**config.mk**
```make
export PLATFORM = sky130hd
export DESIGN_NAME = mips_run_monitor
export DESIGN_NICKNAME = d
export VERILOG_FILES = /design/src/rtl/mips_tb_pkg.sv /design/src/rtl/mips_run_trace_buf.sv /design/src/rtl/mips_run_monitor.sv
export SDC_FILE = /design/constraint.sdc
export NUM_CORES = 1
export LEC_CHECK = 0
export CAP_MARGIN = 20
export CORE_MARGIN = 2
export CORE_UTILIZATION = 50
export DETAILED_ROUTE_END_ITERATION = 10
export PLACE_DENSITY = 0.77
export SYNTH_ARGS = -nofsm -noshare
export SYNTH_HDL_FRONTEND = slang
export SYNTH_SLANG_ARGS = --single-unit
```
**constraint.sdc**
```tcl
create_clock -name clk -period 2.7 [get_ports clk]
set_clock_uncertainty 0.1 [all_clocks]
set_input_delay 0.54 -clock clk [delete_from_list [all_inputs] [get_ports clk]]
set_output_delay 0.54 -clock clk [all_outputs]
set_load 0.01 [all_outputs]
```
**src/rtl/mips_tb_pkg.sv**
```systemverilog
// Shared types and helpers for the MIPS run monitor: run state encoding,
// well-known addresses and the saturating counter step.
package mips_tb_pkg;

    typedef enum logic [2:0] {
        ST_IDLE    = 3'd0,
        ST_RUN     = 3'd1,
        ST_PASS    = 3'd2,
        ST_FAIL    = 3'd3,
        ST_TIMEOUT = 3'd4
    } run_state_t;

    localparam logic [31:0] RESET_VECTOR      = 32'hBFC0_0000;
    localparam logic [31:0] DEFAULT_HALT_ADDR = 32'h0000_0000;

    // Increment value, holding at the all-ones pattern of a width-bit counter.
    function automatic logic [63:0] sat_inc(input logic [63:0] value, input int unsigned width);
        logic [63:0] limit;
        logic [63:0] result;
        limit = (width >= 32'd64) ? {64{1'b1}} : ((64'd1 << width) - 64'd1);
        if (value >= limit) begin
            result = value;
        end else begin
            result = value + 64'd1;
        end
        return result;
    endfunction

endpackage

```
**src/rtl/mips_run_trace_buf.sv**
```systemverilog
// Circular buffer of the most recent fetch addresses; sel=0 reads the newest
// entry. Used by mips_run_monitor only when RUN_MONITOR_TRACE_EN is defined.
module mips_run_trace_buf #(
    parameter int DEPTH = 8
) (
    input  logic                     clk,
    input  logic                     reset,
    input  logic                     clear,
    input  logic                     wr_en,
    input  logic [31:0]              wr_addr,
    input  logic [$clog2(DEPTH)-1:0] sel,
    output logic [31:0]              rd_addr,
    output logic                     rd_valid
);

    localparam int SEL_W = $clog2(DEPTH);

    logic [31:0]      mem_r [DEPTH];
    logic [SEL_W-1:0] wptr_r;
    logic [SEL_W:0]   fill_r;
    logic [SEL_W-1:0] rd_idx_s;

    // Write side: pointer wraps naturally since DEPTH is a power of two.
    always_ff @(posedge clk or negedge reset) begin
        if (!reset) begin
            wptr_r <= '0;
            fill_r <= '0;
            for (int i = 0; i < DEPTH; i++) begin
                mem_r[i] <= 32'h0000_0000;
            end
        end else if (clear) begin
            wptr_r <= '0;
            fill_r <= '0;
        end else if (wr_en) begin
            mem_r[wptr_r] <= wr_addr;
            wptr_r        <= wptr_r + SEL_W'(1);
            if (fill_r != (SEL_W+1)'(DEPTH)) begin
                fill_r <= fill_r + (SEL_W+1)'(1);
            end
        end
    end

    // Read side: index back from the newest entry.
    always_comb begin
        rd_idx_s = wptr_r - SEL_W'(1) - sel;
        rd_addr  = mem_r[rd_idx_s];
        rd_valid = ({1'b0, sel} < fill_r);
    end

endmodule

```
**src/rtl/mips_run_monitor.sv**
```systemverilog
// Run monitor for the Harvard MIPS test environment: halt detection, masked
// v0 check, cycle timeout and access statistics. Optional fetch trace via RUN_MONITOR_TRACE_EN.
module mips_run_monitor
    import mips_tb_pkg::*;
#(
    parameter int          CNT_W       = 16,
    parameter int          MAX_CYCLES  = 200,
    parameter logic [31:0] HALT_ADDR   = DEFAULT_HALT_ADDR,
    parameter int          TRACE_DEPTH = 8
) (
    input  logic                           clk,
    input  logic                           reset,
    input  logic                           start,
    input  logic [31:0]                    exp_v0,
    input  logic [31:0]                    exp_mask,
    input  logic                           active,
    input  logic [31:0]                    instr_address,
    input  logic [31:0]                    register_v0,
    input  logic                           data_read,
    input  logic                           data_write,
`ifdef RUN_MONITOR_TRACE_EN
    input  logic [$clog2(TRACE_DEPTH)-1:0] trace_sel,
    output logic [31:0]                    trace_addr,
    output logic                           trace_valid,
`endif
    output logic                           busy,
    output logic                           done,
    output logic                           pass,
    output logic                           timeout,
    output logic [31:0]                    result_v0,
    output logic [CNT_W-1:0]               cycle_count,
    output logic [CNT_W-1:0]               fetch_count,
    output logic [CNT_W-1:0]               dread_count,
    output logic [CNT_W-1:0]               dwrite_count
);

    run_state_t       state_r;
    logic [31:0]      exp_r;
    logic [31:0]      mask_r;
    logic [31:0]      prev_addr_r;
    logic [31:0]      result_r;
    logic [CNT_W-1:0] cycle_r;
    logic [CNT_W-1:0] fetch_r;
    logic [CNT_W-1:0] dread_r;
    logic [CNT_W-1:0] dwrite_r;
    logic             busy_r;
    logic             done_r;
    logic             pass_r;
    logic             timeout_r;

    logic launch_s;
    logic halt_s;
    logic fetch_hit_s;
    logic expire_s;
    logic match_s;

    function automatic logic [CNT_W-1:0] bump(input logic [CNT_W-1:0] value);
        return CNT_W'(sat_inc(64'(value), CNT_W));
    endfunction

    // Per-cycle event decode; halt takes priority over expiry.
    always_comb begin
        launch_s    = start && (state_r != ST_RUN);
        halt_s      = (state_r == ST_RUN) && !active && (instr_address == HALT_ADDR);
        fetch_hit_s = (state_r == ST_RUN) && active && (instr_address != prev_addr_r);
        expire_s    = (state_r == ST_RUN) && (cycle_r == CNT_W'(MAX_CYCLES - 1)) && !halt_s;
        match_s     = (((register_v0 ^ exp_r) & mask_r) == 32'h0000_0000);
    end

    // Run state machine with registered status and statistics.
    always_ff @(posedge clk or negedge reset) begin
        if (!reset) begin
            state_r     <= ST_IDLE;
            exp_r       <= 32'h0000_0000;
            mask_r      <= 32'h0000_0000;
            prev_addr_r <= 32'h0000_0000;
            result_r    <= 32'h0000_0000;
            cycle_r     <= '0;
            fetch_r     <= '0;
            dread_r     <= '0;
            dwrite_r    <= '0;
            busy_r      <= 1'b0;
            done_r      <= 1'b0;
            pass_r      <= 1'b0;
            timeout_r   <= 1'b0;
        end else begin
            case (state_r)
                ST_RUN: begin
                    cycle_r     <= bump(cycle_r);
                    prev_addr_r <= instr_address;
                    if (data_read) begin
                        dread_r <= bump(dread_r);
                    end
                    if (data_write) begin
                        dwrite_r <= bump(dwrite_r);
                    end
                    if (fetch_hit_s) begin
                        fetch_r <= bump(fetch_r);
                    end
                    if (halt_s) begin
                        result_r <= register_v0;
                        state_r  <= match_s ? ST_PASS : ST_FAIL;
                        busy_r   <= 1'b0;
                        done_r   <= 1'b1;
                        pass_r   <= match_s;
                    end else if (expire_s) begin
                        result_r  <= register_v0;
                        state_r   <= ST_TIMEOUT;
                        busy_r    <= 1'b0;
                        done_r    <= 1'b1;
                        timeout_r <= 1'b1;
                    end
                end
                default: begin
                    if (launch_s) begin
                        exp_r       <= exp_v0;
                        mask_r      <= exp_mask;
                        prev_addr_r <= instr_address;
                        result_r    <= 32'h0000_0000;
                        cycle_r     <= '0;
                        fetch_r     <= '0;
                        dread_r     <= '0;
                        dwrite_r    <= '0;
                        state_r     <= ST_RUN;
                        busy_r      <= 1'b1;
                        done_r      <= 1'b0;
                        pass_r      <= 1'b0;
                        timeout_r   <= 1'b0;
                    end
                end
            endcase
        end
    end

    assign busy         = busy_r;
    assign done         = done_r;
    assign pass         = pass_r;
    assign timeout      = timeout_r;
    assign result_v0    = result_r;
    assign cycle_count  = cycle_r;
    assign fetch_count  = fetch_r;
    assign dread_count  = dread_r;
    assign dwrite_count = dwrite_r;

`ifdef RUN_MONITOR_TRACE_EN
    mips_run_trace_buf #(
        .DEPTH(TRACE_DEPTH)
    ) u_trace (
        .clk      (clk),
        .reset    (reset),
        .clear    (launch_s),
        .wr_en    (fetch_hit_s),
        .wr_addr  (instr_address),
        .sel      (trace_sel),
        .rd_addr  (trace_addr),
        .rd_valid (trace_valid)
    );
`endif

endmodule
```
# Yosys cells after proc, flatten, opt, wreduce, memory -nomap -nowiden
# Index checks and enable logic that the tools add are counted.
# op_classes
add_sub_neg	4
order_cmp	4
eq_ne	15
mux	35
n_bitwise	3
n_reduce_logical	20
# ops
op	n
$mux 16	12
$mux 32	6
$add 16x1->16 const B	4
$ge 16x16->1 const B	4
$logic_not 32->1	2
$and 32x32->32	1
$ne 32x32->1	1
$xor 32x32->32	1
$ne 2x2->1 const B	10
$eq 16x8->1 const B	1
$mux 1	13
$mux 3	4
$reduce_and 3->1	4
$reduce_and 2->1	4
$logic_and 1x1->1	7
$eq 3x1->1 const B	1
$ne 3x1->1 const B	1
$ne 3x3->1 const B	1
$logic_not 1->1	2
$reduce_bool 2->1	1
$not 1->1	1
# totals
ff_bits	199
output_inout_bits	100
elab_cells	94

# Longest topological paths before layout
# logic_depth
word_depth	8
depth_mapped	9

# Least setup slack after synthesis
# No wires, ideal clock.
# synth_path
path_type	input to register
startpoint	input port instr_address[16]
endpoint	register busy_r (netlist: busy)
setup_ns	0.125
arrival_time_ns	2.022
required_time_ns	2.475
slack_ns	0.453
cell_stages	8
n_path_buf	2
path_cell_list	nor4_1 > nand4_2 > nor3_4 > nor2_1 > and2_1 > buf_2 > buf_6 > mux2_4
# synth_between
elab_chain_cells	6
elab_cells_between_ends	8
classes_between	eq/ne (1); mux (2); reduce/logical (5)
# synth_rtl
item	line_no	rtl
from (decl)	mips_run_monitor.sv:17	input logic [31:0] instr_address,
$logic_not 32->1 *	mips_run_monitor.sv:64	halt_s = (state_r == ST_RUN) && !active && (instr_address == HALT_ADDR);
$logic_and 1x1->1 *	mips_run_monitor.sv:64	
$logic_not 1->1	mips_run_monitor.sv:66	expire_s = (state_r == ST_RUN) && (cycle_r == CNT_W'(MAX_CYCLES - 1)) && !halt_s;
$logic_and 1x1->1	mips_run_monitor.sv:66	
$ne 3x3->1 (no source line)	--	
$reduce_and 2->1 (no source line)	--	
to (signal assigned)	mips_run_monitor.sv:82	busy_r <= 1'b0;
to (signal assigned)	mips_run_monitor.sv:103	busy_r <= 1'b0;
to (signal assigned)	mips_run_monitor.sv:109	busy_r <= 1'b0;
to (decl)	mips_run_monitor.sv:46	logic busy_r;
# Mark *: on every way between the ends. The rest lies on a longest branch, timed or not.
# A chain may end at the register's enable or synchronous reset.

# Worst setup path in the final report
# layout_path
startpoint	register cycle_r[0] (netlist: cycle_count[0])
endpoint	register cycle_r[9] (netlist: cycle_count[9])
# layout_between
elab_chain_cells	3
elab_cells_between_ends	6
classes_between	add/sub (1); order compare (1); eq/ne (1); mux (2); reduce/logical (1)
# layout_rtl
item	line_no	rtl
from (decl)	mips_run_monitor.sv:42	logic [CNT_W-1:0] cycle_r;
from (signal assigned)	mips_run_monitor.sv:89	cycle_r <= bump(cycle_r);
$add 16x1->16 or $ge 16x16->1 (tied branches)	mips_tb_pkg.sv:24, mips_tb_pkg.sv:21	
$mux 16 or $ne 2x2->1 (tied branches)	--	
$mux 16 or $reduce_and 2->1 (tied branches)	--	
# Several ways; a longest one is shown, not always the timed one. The select of a mux whose other input is x is not followed.

==> out/metrics.csv <==
stage;metric;value;unit
timing;slew_violations;0;
global_route;grt_usage;25.7;%
worst_setup_path;worst_setup_path_start_kind;flop;
logic_synthesis;synth.distinct_cells;55;
routing;wl_met1;11.0;mm
logic_synthesis;synth.area.top_cells;dfrtp_1, nand2_1, xnor2_1;
worst_hold_path;min_path_type;in2async;
timing;fmax;400;MHz
logic_synthesis;synth_area_per_cell;9.54;um2
timing;period_minus_slack;2.50;ns
floorplan;rows;50;
clock_tree;path_clk_slew;0.07;ns
clock_tree;cts_resized;0;
global_route;antenna_found_initial;0;
cells_and_area;fin_cells;1474;
worst_setup_path;r2r_start;cycle_count[0];
logic_synthesis;yosysTopAreaCell;dfrtp_1;
logic_synthesis;netlist_area;9390;um2
clock_tree;cts-htree-levels;4;
floorplan;start_util;50.5;%
routing;wl;25.2;mm
floorplan;core;18600;um2
cells_and_area;fill_cells;1501;
floorplan;die_w;141;um
global_route;grt-ovfl-total;0;
routing;post-route-drc-count;0;
routing;detail-route-antenna-nets;0;
floorplan;dieHeight;141;um
timing;fin_hold_ws;0.00171;ns
pwr;finalPower;10.9;mW
logic_synthesis;synth_fp_nets;1122;
place;gp_congestion;0.879;
logic_synthesis;netlist_instances;984;
logic_synthesis;synth_edf_count;0;
worst_setup_path;cp_top_family;simple AND/OR/NAND/NOR gates;
worst_setup_path;worst_setup_path_end_kind;flop;
pwr;powerDensity;852;nW/um2
logic_synthesis;yosysSeqAreaShare;53.0;%
timing;setup_viol;0;
routing;first_pass_iters;5;
clock_tree;clk_path_buf_depth;2;
cells_and_area;layout.nets;1365;
timing;rsz0062_at_grt;no;
cells_and_area;final_common_cell;nand2_1;
place;post-place-cells;1442;
cells_and_area;syn_to_final_growth;36.1;%
clock_tree;cts_setup_buffers;0;
clock_tree;clock_latency;0.44;ns
place;place_hpwl;17.9;mm
worst_setup_path;critical_path_required;2.93;ns
timing;maxSlewHeadroom;61.3;%
worst_setup_path;worstSetupPathType;reg2reg;
timing;fin_crit_sh;92.6;%
logic_synthesis;synth-main-ff-cell;dfrtp_1;
worst_setup_path;path_common_cell;and2_1;
cells_and_area;final_cell_mix;nand2_1, clkdlybuf4s50_1, dfrtp_1, o21ai_0;
worst_setup_path;critPathArrivalTime;2.73;ns
floorplan;dieArea;19900;um2
pwr;power.leakage;5.73;nW
global_route;grt_pass1_vias;7941;
logic_synthesis;synth_seq_cells;199;
worst_setup_path;crit_buf_inv;0;
routing;first_iter_violations;438;
routing;wire_per_inst;17.1;um
worst_setup_path;path_max_fanout;9;
logic_synthesis;ys.warnings.count;0;
routing;route.met3.wl;1.35;mm
clock_tree;cts_sinks;199;
cells_and_area;register_area;4980;um2
floorplan;boundaryPins;234;
cells_and_area;multi_input_area;4230;um2
routing;via_count;7990;
routing;viasPerCell;5.42;
clock_tree;numCtsBuffers;17;
timing;worst_pin_slew;0.581;ns
cells_and_area;antennaDiodeCount;0;
routing;dr_wl_met2;12.4;mm
worst_setup_path;crit_path_max_incr_delay;0.47;ns
routing;top_layer;met4;
status;status;completed;
pwr;vdd_drop_max;498;uV
worst_setup_path;crit_slowest_cell;or3_1;
place;portBuffers;233;
logic_synthesis;synth.top_cell.area_share;53.0;%
clock_tree;hold_buffers;0;
clock_tree;cts-root-buf;clkbuf_16;
clock_tree;cts_tree;built;
worst_setup_path;worstPathCellList;ha_1 > and2_1 > nand4_1 > or3_1 > and2_1 > nor2_4 > o21ai_0 > o31ai_1;
logic_synthesis;synth-async-reset-ratio;100;%
worst_setup_path;startpoint;cycle_count[0];
global_route;grt_pass1_wl;40.5;mm
job;cap_violations;0;
timing;hold_violations;0;
cells_and_area;drive_above_1_share;8.95;%
global_route;grt_max_degree;75;
-- cell families after synthesis --
group	after synthesis	synth area share (%)
xor+xnor	86	8.02
simple gates	475	22.3
fa+ha+maj	4	0.533
mux	38	4.54
flops	199	53.0
buf+inv	49	2.17
compound gates	133	9.37
-- per-layer routing --
| layer | track usage [%] | vias to the layer above |
|---|---|---|
| li1 | - | 3837 |
| met1 | 34.3 | 3909 |
| met2 | 43.5 | 221 |
| met3 | 5.13 | 23 |
| met4 | 6.37 | 0 |
| met5 | 0 | - |
-- worst paths after layout --
path / to / slack, ns / depth (start not counted)
min reg2reg: mask_r[31] / 0.38 / 2
max in group asynchronous: cycle_count[15] / 1.77 / 2
max reg2reg: cycle_count[9] / 0.20 / 8
min: mask_r[24] / 0.002 / 1
max: cycle_count[9] / 0.20 / 8
min in group clk: mask_r[31] / 0.38 / 2
-- state kept, by name, summed over array words and instances, names as in the netlist, 16 cells and up --
register / cells
dwrite_count: 16
cycle_count: 16
dread_count: 16
mask_r: 32
prev_addr_r: 32
exp_r: 32
fetch_count: 16
result_v0: 32
-- through the flow --
| step | setup slack (ns) | area, um2 | setup TNS [ns] | util [%] |
|---|---|---|---|---|
| floorplan | 0.453 | 9390 | 0 | - |
| global placement | -0.0759 | 12200 | -1.67 | 65.6 |
| detailed placement | -0.0726 | 12200 | -1.61 | 65.6 |
| CTS | 0.246 | 12800 | 0 | 68.8 |
| global route | 0.0720 | 12800 | 0 | 68.8 |
| finish | 0.201 | 12800 | 0 | 68.8 |
-- cell usage after synthesis (2+ instances only) --
cell type	count
clkbuf_1	31
or3_1	6
a22oi_1	10
mux2i_1	4
and4_1	4
o21ai_0	67
nand2_1	306
ha_1	4
nor2_1	44
xor2_1	43
inv_1	8
and2_1	7
a22o_1	2
nor3b_1	2
a221oi_1	2
nor4_1	18
nand3_1	28
o211a_1	5
mux2_2	33
a21o_1	6
a31oi_1	6
dfrtp_1	199
buf_2	7
o31ai_1	4
nor3_1	16
a211o_1	7
a21oi_1	10
and3_1	9
nand4_1	28
xnor2_1	43
-- power by group --
group          switching [mW]  internal, mW
logic                    1.97          1.80
clock network            1.19          1.40
registers               0.633          3.90
-- cell type report --
type	instances	share of cell area, %
Sequential cell	199	39.0
Multi-Input combinational cell	736	33.1
Timing Repair Buffer	265	20.8
Clock buffer	19	3.39
Tap cell	234	2.29
Clock inverter	13	1.23
Inverter	8	0.235
Note: power is estimated with default switching activity, not from simulation.
